[src/rtl/tag_verify.sv]
// Constant-time ASCON-128 tag checker; optional idle timeout under TAG_VERIFY_TIMEOUT_EN.
// Latency: verdict one cycle after the 4th accepted word (5 cycles minimum from start).
// Backpressure: word_ready only in RECV; valid gaps stall the check (bounded only with timeout).
module tag_verify #(
    parameter int unsigned TIMEOUT_CYCLES = 255
) (
    input  logic         clock_i,
    input  logic         resetb_i,
    input  logic         clear_i,
    input  logic         start_i,
    input  logic [127:0] tag_i,
    input  logic         word_valid_i,
    input  logic [31:0]  word_i,
    output logic         word_ready_o,
    output logic         busy_o,
    output logic         done_o,
    output logic         tag_ok_o,
    output logic         timeout_o
);

    typedef enum logic [1:0] {
        IDLE = 2'b00,
        RECV = 2'b01,
        DONE = 2'b10
    } state_t;

    state_t       state_q, state_d;
    logic [127:0] snap_q;
    logic [31:0]  acc_q;
    logic [1:0]   idx_q;
    logic         done_q, ok_q, tmo_q;
    logic [31:0]  snap_word;
    logic [31:0]  acc_nxt;
    logic         accept;
    logic         start_go;
    logic         tmo_hit;

    if (TIMEOUT_CYCLES < 1 || TIMEOUT_CYCLES > 255) begin : g_bad_timeout
        $error("tag_verify: TIMEOUT_CYCLES out of range 1..255");
    end

    // Big-endian word order: idx 0 compares the most significant word.
    always_comb begin
        snap_word = snap_q[127:96];
        case (idx_q)
            2'd0: snap_word = snap_q[127:96];
            2'd1: snap_word = snap_q[95:64];
            2'd2: snap_word = snap_q[63:32];
            2'd3: snap_word = snap_q[31:0];
            default: snap_word = snap_q[127:96];
        endcase
    end

    assign accept   = (state_q == RECV) && word_valid_i;
    assign start_go = start_i && ((state_q == IDLE) || (state_q == DONE));
    assign acc_nxt  = acc_q | (word_i ^ snap_word);

`ifdef TAG_VERIFY_TIMEOUT_EN
    logic [7:0] idle_q;

    // Held at zero outside RECV, so it is already cleared on entry.
    always_ff @(posedge clock_i or negedge resetb_i) begin
        if (!resetb_i) begin
            idle_q <= 8'd0;
        end else if (clear_i || (state_q != RECV) || accept) begin
            idle_q <= 8'd0;
        end else begin
            idle_q <= idle_q + 8'd1;
        end
    end

    assign tmo_hit = (state_q == RECV) && !accept && (idle_q == 8'(TIMEOUT_CYCLES - 1));
`else
    assign tmo_hit = 1'b0;
`endif

    always_ff @(posedge clock_i or negedge resetb_i) begin
        if (!resetb_i) begin
            state_q <= IDLE;
        end else begin
            state_q <= state_d;
        end
    end

    always_comb begin
        state_d      = state_q;
        word_ready_o = 1'b0;
        busy_o       = 1'b0;
        case (state_q)
            IDLE: if (start_i) state_d = RECV;
            RECV: begin
                word_ready_o = 1'b1;
                busy_o       = 1'b1;
                if ((accept && (idx_q == 2'd3)) || tmo_hit) state_d = DONE;
            end
            DONE: if (start_i) state_d = RECV;
            default: state_d = IDLE;
        endcase
        if (clear_i) state_d = IDLE;
    end

    // No early exit: every word folds into acc regardless of earlier differences.
    always_ff @(posedge clock_i or negedge resetb_i) begin
        if (!resetb_i) begin
            snap_q <= '0;
            acc_q  <= '0;
            idx_q  <= '0;
            done_q <= 1'b0;
            ok_q   <= 1'b0;
            tmo_q  <= 1'b0;
        end else if (clear_i) begin
            snap_q <= '0;
            acc_q  <= '0;
            idx_q  <= '0;
            done_q <= 1'b0;
            ok_q   <= 1'b0;
            tmo_q  <= 1'b0;
        end else if (start_go) begin
            snap_q <= tag_i;
            acc_q  <= '0;
            idx_q  <= '0;
            done_q <= 1'b0;
            ok_q   <= 1'b0;
            tmo_q  <= 1'b0;
        end else if (accept) begin
            acc_q <= acc_nxt;
            idx_q <= idx_q + 2'd1;
            if (idx_q == 2'd3) begin
                done_q <= 1'b1;
                ok_q   <= (acc_nxt == 32'd0);
            end
        end else if (tmo_hit) begin
            done_q <= 1'b1;
            ok_q   <= 1'b0;
            tmo_q  <= 1'b1;
        end
    end

    assign done_o    = done_q;
    assign tag_ok_o  = ok_q;
    assign timeout_o = tmo_q;

endmodule

[config.mk]
export PLATFORM = sky130hd
export DESIGN_NAME = tag_verify
export DESIGN_NICKNAME = d
export VERILOG_FILES = /design/src/rtl/tag_verify.sv
export SDC_FILE = /design/constraint.sdc
export NUM_CORES = 1
export LEC_CHECK = 0
export CAP_MARGIN = 20
export CORE_ASPECT_RATIO = 0.6
export CORE_MARGIN = 5
export CORE_UTILIZATION = 45
export CTS_BUF_LIST = sky130_fd_sc_hd__clkbuf_4
export DETAILED_ROUTE_END_ITERATION = 6
export GPL_ROUTABILITY_DRIVEN = 0
export PLACE_DENSITY_LB_ADDON = 0.05
export SYNTH_ARGS = -nofsm -noshare
export SYNTH_HDL_FRONTEND = slang
export SYNTH_SLANG_ARGS = --single-unit
[constraint.sdc]
create_clock -name clock_i -period 4 [get_ports clock_i]
set_input_delay 0.8 -clock clock_i [delete_from_list [all_inputs] [get_ports clock_i]]
set_output_delay 0.8 -clock clock_i [all_outputs]
set_load 0.005 [all_outputs]
### After elaboration in Yosys (flattened, before gate mapping)

Index checks and enable logic that the tools add are counted.

| storage, ports and cells | value |
|---|---|
| register bits after elaboration | 167 |
| bits of input ports | 165 |
| logic and storage cells | 54 |

| cells by class | value |
|---|---|
| add/subtract/negate cells | 1 |
| multiplexer cells | 24 |
| reduce and logical (&&, ||, !) cells | 13 |
| equality and inequality tests | 7 |
| bitwise logic cells | 2 |

Operators by type and width:

| kind | number |
|---|---|
| $mux 128 | 2 |
| $pmux 32 s4 | 1 |
| $mux 32 | 3 |
| $logic_not 32->1 | 1 |
| $or 32x32->32 | 1 |
| $xor 32x32->32 | 1 |
| $mux 2 | 6 |
| $mux 1 | 11 |
| $eq 2x2->1 const B | 3 |
| $reduce_bool 3->1 | 2 |
| $eq 2x1->1 const B | 2 |
| $logic_not 2->1 | 2 |
| $pmux 2 s2 | 1 |
| $reduce_and 2->1 | 2 |
| $logic_and 1x1->1 | 3 |
| $ne 3x1->1 const B | 1 |
| $ne 3x2->1 const B | 1 |
| $add 2x1->2 const B | 1 |
| $reduce_bool 2->1 | 1 |
| $reduce_or 2->1 | 1 |
| $logic_or 1x1->1 | 1 |

### Depth between registers and ports, before layout

Gate-level depths: netlist of run 1.

| logic depth | value |
|---|---|
| word-level depth | 9 |
| mapped depth | 10 |

### Worst setup path before layout of run 1

Ideal clock, no wire load.

| path | value |
|---|---|
| path type | register -> register |
| start | register idx_q[0] |
| end | register ok_q (netlist: tag_ok_o) |
| arrival time | 2487 ps |
| cell stages (with the launch flop) | 10 |
| required time | 3905 ps |
| buffers on the path | 1 |
| setup time | 95 ps |
| path slack | 1418 ps |
| period minus slack after synthesis | 2582 ps |
| cells stage by stage | dfrtp_1 -> inv_1 -> ha_1 -> clkbuf_1 -> a222oi_1 -> mux2i_1 -> xor2_1 -> or4_1 -> or4_1 -> o31ai_1 |

| between the ends | value |
|---|---|
| longest elaborated chain between the ends | 9 |
| elaborated cells between the ends (all ways) | 14 |

RTL lines:

| element | RTL line | text |
|---|---|---|
| from (decl) | 30 | `logic [1:0] idx_q;` |
| from (signal assigned) | 127 | `idx_q <= idx_q + 2'd1;` |
| $eq 2x2->1 (tied with other cells) | 45, 128 |  |
| $pmux 32 s4 | 45 | `case (idx_q)` |
| $xor 32x32->32 | 56 | `assign acc_nxt = acc_q \| (word_i ^ snap_word);` |
| $or 32x32->32 | 56 |  |
| $logic_not 32->1 | 130 | `ok_q <= (acc_nxt == 32'd0);` |
| $mux 1 | 128 | `if (idx_q == 2'd3) begin` |
| $mux 1 | 125 | `end else if (accept) begin` |
| $mux 1 | 118 | `end else if (start_go) begin` |
| $mux 1 | 111 | `end else if (clear_i) begin` |
| to (signal assigned) | 130 |  |
| to (decl) | 31 | `logic done_q, ok_q, tmo_q;` |

Several ways; a longest one is shown, not always the timed one. The select of a mux whose other input is x is not followed.
A chain may end at the register's enable or synchronous reset.

### Worst setup path after layout of run 1

Same ends and word-level chain as after synthesis.

==> results of run 1 <==
==> placed cells by master, fill, tap and decap left out, types with 9 or more instances in the layout <==
cell,netlist,routed
a21oi_1,35,34
a222oi_1,32,32
a22o_1,96,96
buf_4,3,11
clkbuf_4,0,17
clkdlybuf4s50_1,0,167
dfrtp_1,166,166
inv_1,35,35
mux2i_1,32,32
nand2_1,35,35
nor2_1,39,38
nor4_1,9,9
o21ai_0,34,34
xor2_1,30,30
==> state kept, by name, indices dropped and copies added (netlist names) <==
name	cells
snap_q	128
acc_q	32
idx_q	2
state_q	2
done_o	1
tag_ok_o	1
==> per-layer routing <==
layer,track usage,part of all wire,up-vias
li1,-,-,2588
met1,0.382,0.51,2830
met2,0.289,0.38,273
met3,0.0534,0.094,16
met4,0.0533,0.0081,0
met5,0,0,-
==> layout make-up <==
type                       count  area share
sequential                   166       0.447
multi-input combinational    371       0.288
timing repair buffer         180       0.192
tap                          203      0.0274
clock inverter                15      0.0168
inverter                      35      0.0142
clock buffer                  17      0.0137
==> cells by family (layout without fill, tap and decap cells) <==
group                    count (synthesis)  after routing
adder cells (fa/ha/maj)                  4              4
buffers and inverters                   85            247
flip-flops                             166            166
AO/OA/AOI/OAI                          198            198
multiplexers                            32             32
other                                    1              1
XOR/XNOR                                33             33
AND/OR/NAND/NOR                        103            103
==> metrics by stage <==
step | hold WS, ns | setup WS [ns]
2_1_floorplan | 0.454 | 1.42
3_3_place_gp | 0.472 | 0.950
3_5_place_dp | 0.475 | 0.784
4_1_cts | 0.311 | 0.772
5_1_grt | 0.319 | 0.603
6_report | 0.303 | 0.724
==> final timing paths <==
| kind | slack [ns] | to |
|---|---|---|
| setup / recovery | 0.72 | tag_ok_o |
| hold / removal | 0.30 | snap_q[68] |
| setup reg to reg | 0.72 | tag_ok_o |
| hold reg to reg | 0.51 | acc_q[0] |
| max in group asynchronous | 2.69 | acc_q[8] |
| min in group clock_i | 0.51 | acc_q[0] |
==> critical path: stages, from the launching register on <==
cell      delay [ns]
dfrtp_1         0.45
ha_1            0.50
a222oi_1        0.61
mux2i_1         0.18
xor2_1          0.19
or4_1           0.47
or4_1           0.55
o31ai_1         0.25
==> power by group <==
part           switching, mW  total, mW  internal (mW)
registers             0.0616       1.83           1.77
clock network          0.681      0.968          0.287
logic                  0.241      0.497          0.256
total                  0.983       3.30           2.31
==> run summary, run 1 <==
Peak VDD IR: 0.238 mV
PortBufs: 168
clk slew on worst S/H paths: 0.16 ns
die width: 173 um
Worst Max-Slew Pin Slew: 1.02 ns
CTS root buffer: clkbuf_4
setup_tns: 0 ns
failing checks: design-rule violations
mux cell area share after synthesis: 0.0448
area post-placement: 0.00900 sq mm
I/O pin total: 170
CTS Buffer Depth: 2
layout net count: 940
Critical Path Start Type: register
Critical Path AT: 3.72 ns
Synth Area in Compound Gates: 0.212
most instantiated library cell after synthesis: dfrtp_1
endpoints failing setup: 0
largest net degree at the start of global routing: 129
share of cells above drive strength 1: 0.0625
CTS Sinks: 166
Post-Synth Adder-Cell Area: 0.00700
area leader, netlist: dfrtp_1
Layout area overhead: 29.9%
outcome: finished, violations left
Post CTS Setup Buffer Count: 0
Multi-input gate area: 0.00268 sq mm
Routed WL: 21400 um
post-layout util: 0.601
Lkg Pwr: 4.28 nW
top_reg_cell synth: dfrtp_1
largest family of logic cells by synthesized area: compound AO/OA/AOI/OAI gates
routed len/inst: 21.6 um
asr flop ratio synth: 1.00
Post-synth EDFFs: 0
reg-to-reg startpoint: idx_q[0]
Initial DRC Count: 615
Pre-antenna DRT Iters: 7
num rows: 35
Final Instance Area: 0.00928 sq mm
synth cell count leaders: dfrtp_1 (166), a22o_1 (96), nor2_1 (39)
DP HPWL: 15700 um
TritonCTS clock tree: done
Critical Path Start: idx_q[0]
Post-Layout Cell Count: 987
post-cts sizing count: 0
cts bufs inserted: 17
Final Skew: 0.0268 ns
die area: 0.0186 sq mm
sequential element share of the synthesized area: 0.581
DR vias/cell: 5.78
max-slew violations: 0
Reg2Reg Depth: 7
via count: 5707
Mapped Area: 0.00715 sq mm
Fmax: 305 MHz
ANT cells: 0
Die Span Y: 108 um
max_slew headroom: 0.318
Final period util: 0.819
leading post-synthesis cells by cell area: dfrtp_1 (58%), a22o_1 (12%), a222oi_1 (4.5%), mux2i_1 (4.5%), xor2_1 (3.7%)
Post-Synth Simple-Gate Area: 0.0663
Avg Inst Size Synth: 11.5 sq um
fin crit period: 3.28 ns
Synth Register Bits: 166
CP endpoint kind: register
RSZ-0062 raised after global routing: false
first-pass GRT wire length: 32700 um
Cells after Synth: 622
htree depth: 4
yosys warns: 0
vias in the first global route: 5675
PD cells: 355 mW/mm^2
FILL cells: 1253
max-cap violation count: 0
critical path type: register to register
HP Class: input pin to async pin
Post-Syn Nets: 791
top cell type's share of synthesized area: 0.581
synth unique cells: 30
Remaining Overflow, GRT: 0
Inst Count DP: 955
hold_buf cts: 0
Core Area: 0.0155 sq mm
maximum fanout along the worst path: 22
Worst-Skew Late Latency: 0.54 ns
DRC violations left: 5
Hold Vio Cnt, Final: 0
Post-Synth XOR/XNOR Area: 0.0404
FF/Latch Area: 0.00415 sq mm
Total GRT Usage: 0.228
initial antenna violation count: 0
Post-DRT Antenna Nets: 0
starting density of the core: 0.462
CP required: 4.45 ns
total chip power: 3.30 mW
Power figures use the tool's default switching activity.
==> run 2: changes to the inputs <==
clock period = 3.4 ns   (was 4 ns; I/O delays follow)
==> run 2 against run 1 <==
The run now ends clean. Global-route usage up 0.32 points. Sequential power up 17%. Non-clock buffer count increased by 1. Critical path depth stayed put. Sequential share of layout area down 0.20 points. Fmax is 7.4% higher. Largest cell class unchanged. Largest power group unchanged. Highest routed layer unchanged.
==> run summary, run 2 (synthesized netlist as in run 1, its figures left out) <==
starting density of the core: 0.462
Worst Max-Slew Pin Slew: 1.06 ns
via count: 5740
max_slew headroom: 0.295
Post CTS Setup Buffer Count: 0
first-pass GRT wire length: 33100 um
Critical Path Start Type: register
commonest cells after routing, fill and taps aside: clkdlybuf4s50_1 (167), dfrtp_1 (166), a22o_1 (96)
Core Area: 0.0155 sq mm
max-cap violation count: 0
Reg2Reg Depth: 7
outcome: finished clean
CTS Sinks: 166
setup_tns: 0 ns
Layout area overhead: 30.5%
Total GRT Usage: 0.232
Pre-antenna DRT Iters: 6
fin crit period: 3.05 ns
largest net degree at the start of global routing: 98
routed wl met2: 8590 um
commonest non-fill, non-tap cell in the layout: clkdlybuf4s50_1
max-slew violations: 0
number of flip-flops under the largest register name: 128
worst reg2reg endpoint: tag_ok_o
TritonCTS clock tree: done
DRC violations left: 0
num rows: 35
reg-to-reg startpoint: idx_q[0]
endpoints failing setup: 0
Hold Vio Cnt, Final: 0
WL met1: 10500 um
highest routed layer: met4
RSZ-0062 raised after global routing: false
FILL cells: 1259
PortBufs: 168
share of cells above drive strength 1: 0.0675
Place WS: 0.231 ns
PD cells: 418 mW/mm^2
Largest regs: snap_q: 128 flops, acc_q: 32 flops
maximum fanout along the worst path: 13
Initial DRC Count: 604
Final WS setup: 0.348 ns
Critical Path Start: idx_q[0]
Fmax: 328 MHz
Remaining Overflow, GRT: 0
routed len/inst: 21.8 um
Worst-Skew Late Latency: 0.58 ns
HP Class: input pin to async pin
clk slew on worst S/H paths: 0.17 ns
Die Span Y: 108 um
layout net count: 941
htree depth: 4
DR vias/cell: 5.81
CP required: 3.88 ns
Critical Path AT: 3.53 ns
Post-DRT Antenna Nets: 0
CTS root buffer: clkbuf_4
initial antenna violation count: 0
Peak VDD IR: 0.207 mV
I/O pin total: 170
CP endpoint kind: register
DP HPWL: 15800 um
critical path type: register to register
DR WL met3: 2370 um
CTS Buffer Depth: 2
die width: 173 um
flop-to-flop setup slack: 0.35 ns
ANT cells: 0
die area: 0.0186 sq mm
most flop-heavy register: snap_q
Final Skew: 0.0267 ns
Final period util: 0.898
Lkg Pwr: 4.29 nW
vias in the first global route: 5716
cts bufs inserted: 17
Routed WL: 21600 um
run 2: cell count changes in the layout (fill, tap and decap cells not counted), sizes merged:
cell	before	now
clkinv	6	3
inv	43	46
clkinvlp	1	0
clkbuf	17	18
buf	13	14
run 2: layout make-up:
type                            instances  area [sq um]  area share
Clock buffer                           18           135      0.0145
Clock inverter                         14           150      0.0161
Inverter                               35           131      0.0141
Multi-Input combinational cell        371          2680       0.288
Sequential cell                       166          4150       0.445
Tap cell                              203           254      0.0272
Timing Repair Buffer                  181          1820       0.195
run 2: stage by stage:
stage / cell area [sq um] / hold WS (ns) / util / power, mW / std cells
final: 9330 / 0.116 / 0.603 / 3.90 / 988
after global routing: 9330 / 0.144 / 0.603 / 4.07 / 988
after CTS: 9320 / 0.132 / 0.603 / 3.93 / 988
after detailed placement: 9030 / 0.478 / 0.584 / 2.78 / 956
after global placement: 9030 / 0.470 / 0.584 / 2.77 / 956
after floorplan: 7150 / 0.384 / - / 2.42 / 622
run 2: worst max-delay path by stage:
stage / end / slack, ns / cells after the start
floorplan: tag_ok_o / 0.82 / 9
global placement: tag_ok_o / 0.32 / 7
detailed placement: tag_ok_o / 0.23 / 7
CTS: tag_ok_o / 0.18 / 7
global route: tag_ok_o / 0.06 / 7
finish: tag_ok_o / 0.35 / 7
run 2: worst max-delay path, cell delays in order, from the launching register on:
cell and delay [ns]:
dfrtp_1 0.46, ha_2 0.32, a222oi_1 0.55, mux2i_1 0.16, xor2_1 0.18, or4_1 0.48, or4_1 0.56, o31ai_1 0.25
run 2: power by group:
group          switching (mW)  internal, mW
registers              0.0696          2.08
logic                   0.283         0.305
clock network           0.808         0.350
run 2: timing repair:
action	4_1_cts	5_1_grt
hold buffers	0	0
endpoints found under the setup margin	0	1
gates resized for setup	0	3
hold endpoints to repair	0	0
run 2: metal layers:
layer  vias to the layer above  track usage
met3                        15       0.0870
met1                      2869        0.375
li1                       2595            -
met4                         0       0.0337
met2                       261        0.293
met5                         -            0
==> run 3: changes to the inputs <==
--- a/config.mk
+++ b/config.mk
@@ -8,5 +8,7 @@
 export CAP_MARGIN = 20
+export CELL_PAD_IN_SITES_DETAIL_PLACEMENT = 0
+export CELL_PAD_IN_SITES_GLOBAL_PLACEMENT = 1
 export CORE_ASPECT_RATIO = 0.6
 export CORE_MARGIN = 5
-export CORE_UTILIZATION = 45
+export CORE_UTILIZATION = 40
 export CTS_BUF_LIST = sky130_fd_sc_hd__clkbuf_4
--- a/constraint.sdc
+++ b/constraint.sdc
@@ -3,2 +3,2 @@
 set_output_delay 0.68 -clock clock_i [all_outputs]
-set_load 0.005 [all_outputs]
+set_load 0.01 [all_outputs]
==> run 3 against run 2 <==
Register-to-register slack worse by 0.097 ns. Combinational power grew 2%. Cell count grew 3.2%. Routed wire length is 0.26% higher. Sequential power is essentially flat. Largest power group unchanged. Largest cell class unchanged. Global-route usage decreased by 2.1 points. Final area up 0.91%. Hold slack improved by 0.017 ns. Critical path depth is 1 higher. Clock power increased by 13%. Power up 4.1%.
==> run summary, run 3 (synthesized netlist as in run 1, its figures left out) <==
Largest regs: snap_q: 128 flops, acc_q: 32 flops
via count: 5602
setup_tns: 0 ns
num rows: 37
CP top delay family: simple AND/OR/NAND/NOR gates
critical path type: register to register
starting density of the core: 0.412
Final Skew: 0.0365 ns
Core Area: 0.0174 sq mm
CP endpoint kind: register
Routed WL: 21600 um
PD cells: 431 mW/mm^2
outcome: finished clean
clk slew on worst S/H paths: 0.17 ns
Post-DRT Antenna Nets: 0
Post CTS Setup Buffer Count: 0
CTS Buffer Depth: 2
crit path cell chain: inv_1 > ha_1 > a222oi_1 > mux2i_1 > xor2_1 > or4_1 > or4_1 > o31ai_1
endpoints failing setup: 0
max-cap violation count: 0
largest net degree at the start of global routing: 98
slowest cell on the critical path: or4_1
Layout area overhead: 31.6%
CP Buf/Inv Count: 1
number of flip-flops under the largest register name: 128
vias in the first global route: 5942
HP Class: input pin to async pin
Die Span Y: 114 um
CP peak stage delay: 0.62 ns
fin crit period: 3.15 ns
Lkg Pwr: 4.32 nW
first-pass GRT wire length: 33900 um
Post-Layout Cell Count: 1020
DR vias/cell: 5.49
PortBufs: 168
commonest cells after routing, fill and taps aside: clkdlybuf4s50_1 (167), dfrtp_1 (166), a22o_1 (96)
FILL cells: 1530
DP HPWL: 15800 um
Critical Path AT: 3.60 ns
share of cells above drive strength 1: 0.0649
max-slew violations: 0
Inst Count DP: 988
htree depth: 4
commonest non-fill, non-tap cell in the layout: clkdlybuf4s50_1
most flop-heavy register: snap_q
Final period util: 0.926
maximum fanout along the worst path: 13
Peak VDD IR: 0.242 mV
I/O pin total: 170
ANT cells: 0
Multi-input gate area: 0.00268 sq mm
Worst Max-Slew Pin Slew: 0.999 ns
Hold Vio Cnt, Final: 0
Total GRT Usage: 0.211
RSZ-0062 raised after global routing: false
FF/Latch Area: 0.00415 sq mm
CP required: 3.85 ns
cts bufs inserted: 17
TritonCTS clock tree: done
routed len/inst: 21.2 um
Fmax: 318 MHz
max_slew headroom: 0.334
DRC violations left: 0
Initial DRC Count: 653
post-cts sizing count: 0
CTS root buffer: clkbuf_4
Worst-Skew Late Latency: 0.57 ns
Critical Path Start Type: register
die width: 183 um
initial antenna violation count: 0
Worst path most repeated cell: or4_1
Remaining Overflow, GRT: 0
die area: 0.0207 sq mm
Pre-antenna DRT Iters: 6
hold_buf cts: 0
CTS Sinks: 166
layout net count: 942
==> run 3: changes by cell type in the layout (fill, tap and decap cells not counted), sizes merged <==
cell    previous run  this run
bufinv             0         2
inv               46        44
buf               14        15
clkbuf            18        17
clkinv             3         4
==> run 3: path summary, 6_finish.rpt <==
check | cells after the start | slack (ns) | to | from
setup / recovery | 8 | 0.25 | tag_ok_o | idx_q[1]
setup reg to reg | 8 | 0.25 | tag_ok_o | idx_q[1]
max in group asynchronous | 2 | 2.47 | tag_ok_o | resetb_i
hold reg to reg | 2 | 0.52 | acc_q[1] | acc_q[1]
min in group clock_i | 2 | 0.52 | acc_q[1] | acc_q[1]
hold / removal | 1 | 0.13 | snap_q[79] | resetb_i
==> run 3: through the flow <==
stage,total power [mW],hold WS (ns),utilization,setup slack [ns],instance area [sq um]
2_1_floorplan,2.42,0.384,-,0.818,7150
3_3_place_gp,2.78,0.471,0.523,0.361,9080
3_5_place_dp,2.78,0.479,0.523,0.288,9080
4_1_cts,4.09,0.138,0.542,0.249,9410
5_1_grt,4.23,0.149,0.542,0.101,9410
6_report,4.06,0.134,0.542,0.251,9410
==> run 3: cell type report <==
cell class	count	share of cell area
timing repair buffer	182	0.194
tap	234	0.0311
clock inverter	15	0.0217
multi-input combinational	371	0.284
clock buffer	17	0.0136
sequential	166	0.441
inverter	35	0.0140
==> run 3: where the power goes <==
group / leakage, nW / switching [mW] / internal, mW / total, mW
registers: 2.24 / 0.0654 / 2.08 / 2.15
clock network: 0.177 / 0.827 / 0.485 / 1.31
logic: 1.90 / 0.293 / 0.306 / 0.599
total: 4.32 / 1.19 / 2.87 / 4.06
==> run 3: worst reg2reg max path: stages (launching register included) <==
cell and delay [ns]:
dfrtp_1 0.40, inv_1 0.09, ha_1 0.35, a222oi_1 0.55
mux2i_1 0.17, xor2_1 0.18, or4_1 0.43, or4_1 0.62
o31ai_1 0.27
==> run 3: metal layers <==
metal / routed length [um] / GRT usage / share of wire
met4: 216 / 0.0445 / 0.010
met2: 9970 / 0.332 / 0.46
met3: 1460 / 0.0504 / 0.068
met1: 9970 / 0.300 / 0.46
met5: 0 / 0 / 0
